<file path="config.mk">
export PLATFORM = sky130hd
export DESIGN_NAME = gpio_cfg_tone_bank
export DESIGN_NICKNAME = d
export VERILOG_FILES = /design/src/rtl/gpio_cfg_pkg.sv /design/src/rtl/gpio_cfg_shadow_bank.sv /design/src/rtl/gpio_cfg_tone_bank.sv
export SDC_FILE = /design/constraint.sdc
export NUM_CORES = 1
export LEC_CHECK = 0
export CORE_ASPECT_RATIO = 0.8
export CORE_MARGIN = 3
export CORE_UTILIZATION = 54
export DETAILED_ROUTE_END_ITERATION = 7
export GPL_ROUTABILITY_DRIVEN = 0
export PLACE_DENSITY = 0.78
export SLEW_MARGIN = 20
export SYNTH_ARGS = -nofsm -noshare
export SYNTH_HDL_FRONTEND = slang
export SYNTH_SLANG_ARGS = --single-unit
</file>
<file path="constraint.sdc">
create_clock -name clk -period 3.2 [get_ports clk]
set_clock_uncertainty 0.2 [all_clocks]
set_input_delay 0.64 -clock clk [delete_from_list [all_inputs] [get_ports clk]]
set_output_delay 0.64 -clock clk [all_outputs]
set_load 0.01 [all_outputs]
</file>
<file path="src/rtl/gpio_cfg_pkg.sv">
// gpio_cfg_pkg: shared sizes, slot mapping, commit states and decoder opcodes for the tone bank
package gpio_cfg_pkg;
   localparam int NUM_CH   = 2;
   localparam int NUM_TONE = 8;
   localparam int NUM_SLOT = NUM_CH * NUM_TONE;
   localparam int SLOT_W   = $clog2(NUM_SLOT);
   typedef enum logic {IDLE, PEND} commit_state_t;
   localparam logic [3:0] OP_NOP    = 4'h0;
   localparam logic [3:0] OP_INDEX  = 4'h1;
   localparam logic [3:0] OP_GAIN   = 4'h2;
   localparam logic [3:0] OP_COMMIT = 4'h3;
   localparam logic [3:0] OP_SAFE   = 4'h4;
   function automatic logic [SLOT_W-1:0] slot_of(input logic ch, input logic [2:0] tone);
      return {ch, tone};
   endfunction
endpackage

</file>
<file path="src/rtl/gpio_cfg_shadow_bank.sv">
// gpio_cfg_shadow_bank: shadow index/gain storage with per-slot dirty mask
module gpio_cfg_shadow_bank
   import gpio_cfg_pkg::*;
#(
   parameter int IDX_W  = 10,
   parameter int GAIN_W = 18
) (
   input  logic                       clk,
   input  logic                       rst_n,
   input  logic                       idx_we,
   input  logic                       gain_we,
   input  logic [SLOT_W-1:0]          wr_slot,
   input  logic [IDX_W-1:0]           wr_index,
   input  logic [GAIN_W-1:0]          wr_gain,
   input  logic                       clr_dirty,
   output logic [NUM_SLOT*IDX_W-1:0]  sh_index,
   output logic [NUM_SLOT*GAIN_W-1:0] sh_gain,
   output logic [NUM_SLOT-1:0]        dirty
);
   // a write in the clearing cycle wins, so that slot stays dirty
   always_ff @(posedge clk or negedge rst_n) begin
      if (!rst_n) begin
         sh_index <= '0;
         sh_gain  <= '0;
         dirty    <= '0;
      end else begin
         for (int i = 0; i < NUM_SLOT; i++) begin
            if (idx_we && wr_slot == SLOT_W'(i)) sh_index[i*IDX_W +: IDX_W] <= wr_index;
            if (gain_we && wr_slot == SLOT_W'(i)) sh_gain[i*GAIN_W +: GAIN_W] <= wr_gain;
            dirty[i] <= ((idx_we || gain_we) && wr_slot == SLOT_W'(i)) || (dirty[i] && !clr_dirty);
         end
      end
   end
endmodule

</file>
<file path="src/rtl/gpio_cfg_tone_bank.sv">
// gpio_cfg_tone_bank: shadow/active tone bank with safe-gated, frame-aligned atomic commit
module gpio_cfg_tone_bank
   import gpio_cfg_pkg::*;
#(
   parameter int IDX_W      = 10,
   parameter int GAIN_W     = 18,
   parameter bit FRAME_SYNC = 1'b1,
   parameter bit SAFE_RST   = 1'b0
) (
   input  logic                       clk,
   input  logic                       rst_n,
   input  logic                       idx_we,
   input  logic                       gain_we,
   input  logic                       wr_ch,
   input  logic [2:0]                 wr_tone,
   input  logic [IDX_W-1:0]           wr_index,
   input  logic [GAIN_W-1:0]          wr_gain,
   input  logic                       commit_req,
   input  logic                       safe_we,
   input  logic                       safe_val,
   input  logic                       frame_tick,
   output logic [NUM_SLOT*IDX_W-1:0]  act_index,
   output logic [NUM_SLOT*GAIN_W-1:0] act_gain,
   output logic [NUM_SLOT-1:0]        dirty,
   output logic                       safe_en,
   output logic                       busy,
   output logic                       commit_done,
   output logic                       commit_rej,
   output logic [15:0]                commit_cnt,
   output logic [15:0]                rej_cnt
);
   commit_state_t state, state_nxt;
   logic [NUM_SLOT*IDX_W-1:0]  sh_index;
   logic [NUM_SLOT*GAIN_W-1:0] sh_gain;
   logic apply, cancel, reject;

   gpio_cfg_shadow_bank #(.IDX_W(IDX_W), .GAIN_W(GAIN_W)) u_shadow (
      .clk       (clk),
      .rst_n     (rst_n),
      .idx_we    (idx_we),
      .gain_we   (gain_we),
      .wr_slot   (slot_of(wr_ch, wr_tone)),
      .wr_index  (wr_index),
      .wr_gain   (wr_gain),
      .clr_dirty (apply),
      .sh_index  (sh_index),
      .sh_gain   (sh_gain),
      .dirty     (dirty)
   );

   // a cancel beats an apply arriving in the same cycle
   always_comb begin
      cancel    = state == PEND && safe_we && !safe_val;
      apply     = state == PEND && !cancel && (!FRAME_SYNC || frame_tick);
      reject    = cancel || (state == IDLE && commit_req && !safe_en);
      state_nxt = state == IDLE ? ((commit_req && safe_en) ? PEND : IDLE)
                                : ((apply || cancel) ? IDLE : PEND);
   end

   always_ff @(posedge clk or negedge rst_n) begin
      if (!rst_n) state <= IDLE;
      else        state <= state_nxt;
   end

   assign busy = state == PEND;

   always_ff @(posedge clk or negedge rst_n) begin
      if (!rst_n) begin
         act_index   <= '0;
         act_gain    <= '0;
         safe_en     <= SAFE_RST;
         commit_done <= 1'b0;
         commit_rej  <= 1'b0;
         commit_cnt  <= '0;
         rej_cnt     <= '0;
      end else begin
         act_index   <= apply ? sh_index : act_index;
         act_gain    <= apply ? sh_gain : act_gain;
         safe_en     <= safe_we ? safe_val : safe_en;
         commit_done <= apply;
         commit_rej  <= reject;
         commit_cnt  <= commit_cnt + 16'(apply);
         rej_cnt     <= rej_cnt + 16'(reject && rej_cnt != 16'hFFFF);
      end
   end
endmodule

</file>
==> impl_metrics.tcl <==
set metrics [dict create \
    cts.htree.levels 3 \
    io_buffers 539 \
    clkSinkCount 948 \
    rsz0062_at_grt "no" \
    drt-pass1-iter-count 5 \
    clkTransAtPathRegs_ps 60 \
    synth_edf_count 0 \
    die_y_um 235.8 \
    cts_tree "yes" \
    ant_nets 0 \
    p_per_area_nw_per_um2 936.9 \
    final-setup-viol-count 0 \
    grt_overflow 0 \
    max-cap-violations 0 \
    dpl.hpwl_um 62310 \
    fin_nets 2785 \
    grt_util_all_layers 0.2666 \
    grt_start_max_net_pins 113 \
    drt_wl_total_um 92680 \
    met3_usage 0.04227 \
    clk_latency_ps 620 \
    startpoint_type "primary input" \
    drt-initial-drc-count 1265 \
    crit_path_end_kind "flop" \
    dieWidth_um 293.3 \
    slowest_delay_ps 480 \
    yosysSeqAreaShare 0.6653 \
    drive_gt1_frac 0.4027 \
    cp_max_fo 6 \
    most-common-layout-cells "dfrtp_1 (948), mux2_2 (867), clkdlybuf4s50_1 (538), clkbuf_16 (92), buf_4 (71)" \
    grt_most_used_layer "met2" \
    antenna_found_initial 8 \
    std_cell_rows 83 \
    grt_pass1_vias 21910 \
    syn_nets 2174 \
    core_area_um2 64800 \
    drv_slew 0 \
    yosysWarnings 0 \
    vias 20620 \
    max_freq_mhz 389.8 \
    path_class "primary input to flop" \
    use_met1 0.3775 \
    crit_required_ps 3520 \
    dp_cells 3500 \
    worstPathArrival_ps 2880 \
    ctsResizeCount 0 \
    hold_viol 0 \
    use_met2 0.4291 \
    io_pins 540 \
    postCtsSetupRepairBufs 0 \
    clock_path_buffers 3 \
    initial_core_util 0.5503 \
    syn2layout_area_growth_pct 28.01 \
    hold_buffers 1 \
    crit_slowest_cell "clkdlybuf4s50_1" \
    cp_cell_sequence "clkdlybuf4s50_1 -> nor2b_2 -> a2bb2oi_1 -> a41oi_1 -> ha_1 -> nand4_1 -> buf_4 -> nor4_1 -> xor2_1" \
    netlist_area_um2 35660 \
    cts_made_buffers 88 \
    setup_tns_ps 0 \
    fin_crit_sh 0.8017 \
    leakagePower_nw 20.19 \
    hp-class "flop to flop" \
    ys_async_sr_fraction 1.000 \
    drcViolationCount 0 \
    vias_per_cell 5.625 \
    grt_first_pass_wirelength_um 139800 \
    final_common_cell "dfrtp_1" \
    run_status "finished clean" \
    cts_root_buf "clkbuf_16" \
    die_area_um2 69170 \
    slew_headroom 0.2765 \
    final_cells 3665 \
    ys_ff_latch 948 \
    syn_area_per_cell_um2 16.74 \
    final.min_clock_period_ps 2566 \
    synth_flop_cell "dfrtp_1" \
    syn_inst 2130 \
    peakVddDrop_mv 0.6276 \
    worst_pin_slew_ps 1082 \
    post_drt_wl_per_cell_um 25.29 \
    synth_cell_type_count 39 \
]
## where the power goes
part	total [mW]	internal, mW	switching [mW]
clock network	10.9	6.48	4.47
logic	12.7	7.93	4.81
registers	19.1	16.2	2.89
## routing by layer
layer  part of all wire  vias up
met5            0.00014        -
met4              0.030        2
met3              0.051      169
met2               0.48      655
met1               0.44    11070
li1                   -     8719
## layout make-up
class	instances	area, µm²
antenna	4	10.01
inverter	7	33.78
fill	4203	19150
multi-input combinational	1054	11220
clock inverter	38	519.2
tap	850	1064
timing repair buffer	642	6564
sequential	948	23720
clock buffer	122	2515
## logic make-up after synthesis
family / share of synthesized area
AOI/OAI and AO/OA: 0.004702
buffers and inverters: 0.02014
and+or+nand+nor: 0.01863
xor gates and xnor gates: 0.006877
DFF: 0.6653
muxes: 0.2830
adders and majority gates: 0.001404
## final timing paths
path	endpoint	cells after the start	slack, ps	from
max in group asynchronous	u_shadow.sh_gain[120]	4	1360	rst_n
worst max register to register	rej_cnt[11]	8	710	rej_cnt[2]
worst max-delay path	rej_cnt[11]	9	630	safe_we
worst min register to register	commit_cnt[15]	1	270	commit_cnt[15]
worst min-delay path	commit_cnt[15]	1	270	commit_cnt[15]
min in group asynchronous	act_index[52]	2	380	rst_n
## stage by stage
| step | utilization | area [µm²] | setup slack (ps) | hold WS (ps) | total power, mW |
|---|---|---|---|---|---|
| final | 0.7044 | 45650 | 634.5 | 265.9 | 42.77 |
| after global routing | 0.7044 | 45650 | 544.5 | 301.2 | 44.57 |
| after global placement | 0.6573 | 42590 | 108.1 | 254.4 | 31.47 |
| after detailed placement | 0.6573 | 42590 | 15.54 | 259.1 | 32.00 |
| after CTS | 0.7043 | 45640 | 632.4 | 268.6 | 43.12 |
| after floorplan | - | 35660 | 471.9 | 144.4 | 23.47 |
## state kept, by name (all words and copies together) (netlist names)
name / flops
act_gain: 288
commit_done: 1
u_shadow.sh_gain: 288
commit_cnt: 16
u_shadow.dirty: 16
act_index: 160
commit_rej: 1
u_shadow.sh_index: 160
rej_cnt: 16
safe_en: 1
busy: 1
## cells in the mapped netlist, types with 3 or more instances
cell      number  area [µm²]
dfrtp_1      948       23720
mux2_2       867        9763
buf_4         51       382.9
buf_2         37       185.2
clkbuf_1      33       123.9
mux2_1        29       326.6
xor2_1        17       148.9
nor2_1        16       60.06
nand3_1       15       75.07
nand2_1       13       48.80
nor2_4        12       135.1
a211o_1       11       96.34
xnor2_1       11       96.34
nand4_1        9       56.30
nor4_1         7       43.79
inv_1          6       22.52
nor3_1         5       25.02
and4_1         4       35.03
ha_1           4       50.05
o21ai_0        4       20.02
or2_1          4       25.02
nand2_2        3       18.77
nand2b_1       3       18.77
## worst max-delay path, delay by kind of cell
kind,cells,cell delay (ps)
AND/OR/NAND/NOR,3,730
XOR/XNOR,1,220
adder cells (fa/ha/maj),1,200
buffers and inverters,2,660
AO/OA/AOI/OAI,2,440
(Power assumes the default switching activity.)
